--- config.mk ---
export PLATFORM = sky130hd
export DESIGN_NAME = lsu_mem_ctrl
export DESIGN_NICKNAME = d
export VERILOG_FILES = /design/src/rtl/lsu_mem_ctrl.sv
export SDC_FILE = /design/constraint.sdc
export NUM_CORES = 1
export LEC_CHECK = 0
export CAP_MARGIN = 5
export CORE_UTILIZATION = 39
export DETAILED_ROUTE_END_ITERATION = 7
export GPL_TIMING_DRIVEN = 0
export PLACE_DENSITY_LB_ADDON = 0.12
export REMOVE_ABC_BUFFERS = 1
export SETUP_SLACK_MARGIN = 0.05
export SKIP_CTS_REPAIR_TIMING = 1
export SLEW_MARGIN = 20
export SYNTH_ARGS = -nofsm -noshare
export SYNTH_HDL_FRONTEND = slang
export SYNTH_SLANG_ARGS = --single-unit
--- constraint.sdc ---
create_clock -name clk -period 1.9 [get_ports clk]
set_clock_uncertainty 0.15 [all_clocks]
set_input_delay 0.19 -clock clk [delete_from_list [all_inputs] [get_ports clk]]
set_output_delay 0.19 -clock clk [all_outputs]
set_load 0.02 [all_outputs]
--- src/rtl/lsu_mem_ctrl.sv ---
// lsu_mem_ctrl
// Load/store controller that sits in front of a word-addressed data memory.
// The memory has a synchronous read with one cycle of latency, writes whole
// words only, and returns the old word on a write cycle.
// The controller:
//   - turns byte addresses into word indices,
//   - does read-modify-write for byte and halfword stores,
//   - sign/zero-extends load data,
//   - rejects misaligned or illegal requests without touching memory.
//
// Ports:
//   clk, rst_n        rising-edge clock, asynchronous active-low reset
//   req_valid/ready   request handshake; ready is high only when idle
//   req_we            1 = store, 0 = load
//   req_funct3        RV32I width/sign encoding
//   req_addr          byte address
//   req_wdata         right-aligned store data
//   resp_valid        one-cycle completion pulse
//   resp_rdata        extended load data (0 for stores and errors)
//   resp_err          misaligned/illegal flag, qualified by resp_valid
//   mem_address       word index to memory
//   mem_write_data    word written to memory
//   mem_write_enable  memory write strobe
//   mem_read_data     registered memory read data
module lsu_mem_ctrl #(
    parameter int ADDR_WORDS_LOG2 = 12
) (
    input  logic        clk,
    input  logic        rst_n,
    input  logic        req_valid,
    output logic        req_ready,
    input  logic        req_we,
    input  logic [2:0]  req_funct3,
    input  logic [31:0] req_addr,
    input  logic [31:0] req_wdata,
    output logic        resp_valid,
    output logic [31:0] resp_rdata,
    output logic        resp_err,
    output logic [31:0] mem_address,
    output logic [31:0] mem_write_data,
    output logic        mem_write_enable,
    input  logic [31:0] mem_read_data
);

    // Byte-address bits that matter; everything above aliases.
    localparam int AW = ADDR_WORDS_LOG2 + 2;

    typedef enum logic [2:0] {IDLE, RD, LDRET, MERGE, WR} state_e;

    state_e        state_q, state_d;
    logic          we_q, we_d;
    logic [2:0]    funct3_q, funct3_d;
    logic [AW-1:0] addr_q, addr_d;
    logic [31:0]   wdata_q, wdata_d;
    logic          resp_valid_q, resp_valid_d;
    logic          resp_err_q, resp_err_d;
    logic [31:0]   resp_rdata_q, resp_rdata_d;

    logic          accept;
    logic          req_err;
    logic [7:0]    byte_sel;
    logic [15:0]   half_sel;
    logic [31:0]   load_data;
    logic [31:0]   merge_data;
    logic          addr_unused;

    assign addr_unused = ^req_addr[31:AW];
    assign accept      = req_valid && (state_q == IDLE);

    // Request legality, evaluated on the live inputs at accept time.
    // Store funct3 011 has no RV32I meaning and is treated as illegal too.
    always_comb begin
        req_err = 1'b0;
        if (req_we) begin
            case (req_funct3)
                3'b000:  req_err = 1'b0;
                3'b001:  req_err = req_addr[0];
                3'b010:  req_err = |req_addr[1:0];
                default: req_err = 1'b1;
            endcase
        end else begin
            case (req_funct3)
                3'b000, 3'b100: req_err = 1'b0;
                3'b001, 3'b101: req_err = req_addr[0];
                3'b010:         req_err = |req_addr[1:0];
                default:        req_err = 1'b1;
            endcase
        end
    end

    // State register.
    always_ff @(posedge clk or negedge rst_n) begin
        if (!rst_n) begin
            state_q <= IDLE;
        end else begin
            state_q <= state_d;
        end
    end

    // Next-state logic. SW skips the read since it overwrites the whole word.
    always_comb begin
        state_d = state_q;
        case (state_q)
            IDLE: begin
                if (accept && !req_err) begin
                    state_d = (req_we && req_funct3 == 3'b010) ? WR : RD;
                end
            end
            RD:      state_d = we_q ? MERGE : LDRET;
            LDRET:   state_d = IDLE;
            MERGE:   state_d = IDLE;
            WR:      state_d = IDLE;
            default: state_d = IDLE;
        endcase
    end

    // Outputs decoded from state, so reset kills the write strobe at once.
    always_comb begin
        req_ready        = (state_q == IDLE);
        mem_write_enable = (state_q == MERGE) || (state_q == WR);
        mem_address      = {{(32 - ADDR_WORDS_LOG2){1'b0}}, addr_q[AW-1:2]};
        mem_write_data   = (state_q == MERGE) ? merge_data : wdata_q;
    end

    // Lane extraction and extension for loads.
    always_comb begin
        case (addr_q[1:0])
            2'd0:    byte_sel = mem_read_data[7:0];
            2'd1:    byte_sel = mem_read_data[15:8];
            2'd2:    byte_sel = mem_read_data[23:16];
            default: byte_sel = mem_read_data[31:24];
        endcase
        half_sel = addr_q[1] ? mem_read_data[31:16] : mem_read_data[15:0];
        case (funct3_q)
            3'b000:  load_data = {{24{byte_sel[7]}}, byte_sel};
            3'b001:  load_data = {{16{half_sel[15]}}, half_sel};
            3'b100:  load_data = {24'h0, byte_sel};
            3'b101:  load_data = {16'h0, half_sel};
            default: load_data = mem_read_data;
        endcase
    end

    // Lane replacement for SB/SH read-modify-write.
    always_comb begin
        merge_data = mem_read_data;
        if (funct3_q[1:0] == 2'b00) begin
            case (addr_q[1:0])
                2'd0:    merge_data[7:0]   = wdata_q[7:0];
                2'd1:    merge_data[15:8]  = wdata_q[7:0];
                2'd2:    merge_data[23:16] = wdata_q[7:0];
                default: merge_data[31:24] = wdata_q[7:0];
            endcase
        end else if (addr_q[1]) begin
            merge_data[31:16] = wdata_q[15:0];
        end else begin
            merge_data[15:0] = wdata_q[15:0];
        end
    end

    // Request latch and response generation. Errors respond straight
    // from IDLE; every other response leaves the last active state.
    always_comb begin
        we_d         = we_q;
        funct3_d     = funct3_q;
        addr_d       = addr_q;
        wdata_d      = wdata_q;
        resp_valid_d = 1'b0;
        resp_err_d   = 1'b0;
        resp_rdata_d = resp_rdata_q;
        if (accept) begin
            we_d     = req_we;
            funct3_d = req_funct3;
            addr_d   = req_addr[AW-1:0];
            wdata_d  = req_wdata;
        end
        case (state_q)
            IDLE: begin
                if (accept && req_err) begin
                    resp_valid_d = 1'b1;
                    resp_err_d   = 1'b1;
                    resp_rdata_d = 32'h0;
                end
            end
            LDRET: begin
                resp_valid_d = 1'b1;
                resp_rdata_d = load_data;
            end
            MERGE, WR: begin
                resp_valid_d = 1'b1;
                resp_rdata_d = 32'h0;
            end
            default: ;
        endcase
    end

    always_ff @(posedge clk or negedge rst_n) begin
        if (!rst_n) begin
            we_q         <= 1'b0;
            funct3_q     <= 3'h0;
            addr_q       <= '0;
            wdata_q      <= 32'h0;
            resp_valid_q <= 1'b0;
            resp_err_q   <= 1'b0;
            resp_rdata_q <= 32'h0;
        end else begin
            we_q         <= we_d;
            funct3_q     <= funct3_d;
            addr_q       <= addr_d;
            wdata_q      <= wdata_d;
            resp_valid_q <= resp_valid_d;
            resp_err_q   <= resp_err_d;
            resp_rdata_q <= resp_rdata_d;
        end
    end

    assign resp_valid = resp_valid_q;
    assign resp_err   = resp_err_q;
    assign resp_rdata = resp_rdata_q;

endmodule

Yosys cells after proc, flatten, opt, wreduce, memory -nomap -nowiden
Cells that the tools add are included.
W data, S select, Z words.
{"block": "classes", "eq_ne": 15, "reduce_logical": 19, "muxes": 23}
{"operator": "$pmux W32 S4", "n": 1}
{"operator": "$mux W32", "n": 3}
{"operator": "$pmux W32 S3", "n": 1}
{"operator": "$mux W16", "n": 3}
{"operator": "$mux W8", "n": 4}
{"operator": "$pmux W8 S3", "n": 1}
{"operator": "$eq A3 B3 Y1 const B", "n": 5}
{"operator": "$eq A3 B1 Y1 const B", "n": 3}
{"operator": "$eq A3 B2 Y1 const B", "n": 3}
{"operator": "$logic_not A3 Y1", "n": 3}
{"operator": "$reduce_or A2 Y1", "n": 4}
{"operator": "$mux W3", "n": 2}
{"operator": "$pmux W1 S3", "n": 2}
{"operator": "$pmux W3 S2", "n": 1}
{"operator": "$reduce_or A3 Y1", "n": 2}
{"operator": "$logic_and A1 B1 Y1", "n": 4}
{"operator": "$logic_not A2 Y1", "n": 2}
{"operator": "$mux W1", "n": 4}
{"operator": "$ne A2 B1 Y1 const B", "n": 2}
{"operator": "$reduce_bool A3 Y1", "n": 1}
{"operator": "$eq A2 B1 Y1 const B", "n": 1}
{"operator": "$eq A2 B2 Y1 const B", "n": 1}
{"operator": "$pmux W1 S2", "n": 1}
{"operator": "$reduce_and A2 Y1", "n": 1}
{"operator": "2 further kinds", "n": 2}
{"block": "totals", "register_bits": 87, "inputBits": 103, "output_inout_bits": 100, "wordCells": 65}

Longest topological paths before layout
{"block": "logic_depth", "ltp_word": 8, "mapped_depth": 7, "depth_no_buf": 4}

Worst setup path after synthesis
No wires, ideal clock.
{"block": "synth_path", "path_type": "reg-to-output", "startpoint": "register funct3_q[1]", "endpoint": "output port mem_write_data[10]", "t_arrival_ns": 1.785, "t_required_ns": 1.560, "path_slack_ns": -0.225, "n_path_buf": 2, "path_stages_with_launch": 7, "cell_sequence": "dfrtp_1 -> buf_6 -> or2_1 -> buf_6 -> o21ai_1 -> a22oi_1 -> o21ai_0"}
{"block": "synth_via", "elab_chain_cells": 3}
{"element": "from (decl)", "line": "52", "text": "logic [2:0] funct3_q, funct3_d;"}
{"element": "from (signal assigned)", "line": "207", "text": "funct3_q <= funct3_d;"}
{"element": "$logic_not A2 Y1", "line": "146", "text": "if (funct3_q[1:0] == 2'b00) begin"}
{"element": "$mux W32", "line": "146"}
{"element": "$mux W32", "line": "122", "text": "mem_write_data = (state_q == MERGE) ? merge_data : wdata_q;"}
{"element": "to (decl)", "line": "40", "text": "output logic [31:0] mem_write_data,"}
Every way passes these cells.

Worst setup path in the final report
{"block": "layout_path", "startpoint": "register funct3_q[1]", "endpoint": "output port mem_write_data[1]"}
The elaborated chain is that of the path after synthesis.

==> results.cfg <==
[outcome]
status = finished, violations left
violations = setup timing

[synth]
synthCells = 526
synth_warnings = 0
yosys-top-cells-area = dfrtp_1 (45%), nand2_1 (14%), buf_4 (5.6%)
ys_async_sr_fraction_pct = 100.0
ys_types = 49
synth_edf_count = 0
yosysSeqAreaShare_pct = 45.18
yosys.area.top_type = dfrtp_1
synth-main-ff-cell = dfrtp_1
syn_area_mm2 = 0.004818
synth_seq_cells = 87
netlist.area_leader.share_pct = 45.18
avgSynthCellArea_um2 = 9.160

[floorplanning]
die_area_mm2 = 0.01280
fp-row-count = 40
design.core.area_mm2 = 0.01201
die_y_um = 113.2
ios = 203
chipWidth_um = 113.2
initial_core_util_pct = 40.11

[setup_path]
critical_path.endpoint = mem_write_data[1]
critPathSlowestCell = dfrtp_4
critPathRequiredTime_ps = 1560
crit_type = flop to primary output
ff2ff_path_depth = 6
r2r_slack_ps = -190
worstSetupEndpointType = primary output
start_kind = flop
arrival_ps = 2150
r2r-end = resp_rdata[18]
r2r_start = state_q[0]
crit_start = funct3_q[1]
max_stage_delay_ps = 520
cp_cell_sequence = or2_4 -> a21o_4 -> nor2_8 -> buf_4 -> mux2_4 -> buf_2
critPathMaxFanout = 7

[grt]
grt-ovfl-total = 0
grt_usage_pct = 22.36
grt_pass1_wl_um = 22000
grt_pass1_vias = 3999
antenna_found_initial = 0
grt_max_degree = 73

[route]
drt_wl_total_um = 15160
ant_nets = 0
routedWlPerCell_um = 17.67
drt_iter0_drc = 230
drt-pass1-iter-count = 5
via_per_inst = 5.219
vias = 4478
route.detailed.drc = 0

[pwr]
intPower_uw = 5754
switchingPower_uw = 3699
switching_share_pct = 39.13
p_clk_share_pct = 18.2
p_comb_share_pct = 51.0
p_seq_share_pct = 30.8
power_density_mw_per_mm2 = 1295
p_leak_uw = 0.003440
vdd_drop_max_v = 0.0005715

[clocking]
cts_tree = built
cts.clk_slew.worst_paths_ps = 60
htree_levels = 3
cts_buffers = 9
cts_buffer_depth = 2
clk_latency_ps = 340
cts_root_buf = clkbuf_16
clock-sinks = 87

[final_layout]
area_growth_pct = 51.54
final_util_pct = 60.79
finalNonFillerCells = 858
diodes = 0
nNetsFinal = 811
fillers = 1071
drive_gt1_share_pct = 24.05

[placed_design]
finalWeightedCongestion = 0.8407
dp.cells = 794
dpl.hpwl_um = 10360
port_buffers = 164

[run]
drv_cap = 0

[timing]
setup-violations-final = 56
drv_slew = 0
clock.fmax_mhz = 402.3
fin_tns_setup_ps = -17020
timing.final.crit_share_pct = 130.8
rsz0062_at_grt = true
period_needed_ps = 2486
hold_viol_final = 0
final.setup.worst_slack_ps = -585.9

[worst_hold_path]
hp-class = primary input to async pin
[cells in the mapped netlist, types with 9 or more instances]
master    count
o21ai_0      27
mux2i_1      16
clkbuf_1     14
dfrtp_1      87
nand2_1     183
nand2b_1     11
mux2_4        9
a22oi_1      15
buf_4        36
a22o_1        9
a221o_1      16
buf_2        11
nor2_1       15
[registers in the layout (all words and copies together), names as in the netlist]
register,cells
resp_rdata,32
wdata_q,32
addr_q,14
funct3_q,3
state_q,3
resp_err,1
resp_valid,1
we_q,1
[cell usage in the layout, fill, tap and decap left out, types with 6 or more instances in the layout]
master | Yosys | routed
nand2_1 | 183 | 178
clkdlybuf4s50_1 | 0 | 128
dfrtp_1 | 87 | 80
buf_4 | 36 | 48
conb_1 | 1 | 20
buf_6 | 5 | 18
a221o_1 | 16 | 16
nor2_1 | 15 | 14
o21ai_1 | 1 | 14
mux2i_1 | 16 | 12
nand2b_1 | 11 | 10
mux2_4 | 9 | 10
a22o_1 | 9 | 9
a22oi_2 | 1 | 9
clkbuf_16 | 0 | 9
buf_2 | 11 | 9
o21ai_0 | 27 | 7
a22oi_1 | 15 | 7
a32o_1 | 7 | 7
o221ai_1 | 7 | 7
o2bb2ai_1 | 7 | 7
o21ai_2 | 1 | 6
[final cells by class]
class / count / area, um^2 / share of cell area (%)
repair buffers: 219 / 2120 / 29.03
well taps: 147 / 183.9 / 2.519
clock inverters: 4 / 48.80 / 0.6683
flip-flops and latches: 87 / 2191 / 30.00
clock buffers: 10 / 229.0 / 3.136
multi-input cells: 388 / 2515 / 34.44
inverters: 3 / 15.01 / 0.2056
[through the flow]
| step | total power (uW) | worst slack [ps] | hold WS [ps] | instance area (um^2) |
|---|---|---|---|---|
| after floorplan | 5123 | -648.1 | -255.6 | 4447 |
| after global placement | 6922 | -2850 | 308.3 | 6272 |
| after detailed placement | 7086 | -1348 | -115.9 | 6396 |
| after CTS | 8830 | -1716 | -485.2 | 6674 |
| after global routing | 9962 | -632.5 | 97.93 | 7302 |
| final | 9453 | -585.9 | 93.23 | 7302 |
[worst min path at each step]
stage                      startpoint          end  slack [ps]  cells after the start
final                           rst_n    addr_q[9]          90                      2
after global routing            rst_n    addr_q[9]         100                      2
after CTS                       rst_n   addr_q[11]        -490                      1
after detailed placement        rst_n    addr_q[9]        -120                      1
after global placement    wdata_q[19]  wdata_q[19]         310                      2
after floorplan                 rst_n    addr_q[0]        -260                      0
[critical path, delay by kind of cell (launching register included)]
kind / cells / cell delay, ps
compound gates: 1 / 260
buf+inv: 2 / 320
flops: 1 / 520
mux: 1 / 300
simple gates: 2 / 410
[power by group through the flow]
stage / combinational [uW] / clock [uW] / sequential (uW)
after floorplan: 1880 / 0 / 3240
after global placement: 3980 / 0 / 2940
after detailed placement: 4120 / 0 / 2960
after CTS: 4140 / 1760 / 2940
after global routing: 5140 / 1840 / 2980
final: 4830 / 1720 / 2910
[kinds of logic after synthesis]
family	count (synthesis)	synth area share (%)
compound gates	109	18.23
mux	27	6.596
flops	87	45.18
simple gates	231	20.49
buf+inv	71	9.426
other cells	1	0.07783
[layer usage]
metal,part of all wire [%],track usage (%),vias to the layer above,wire length (um)
met5,0,0,-,0
met4,1.4,7.456,0,213
met3,6.3,5.035,16,960
met2,48,35.62,157,7293
met1,44,30.11,2167,6690
li1,-,-,2138,-
Note: power is estimated with default switching activity, not from simulation.
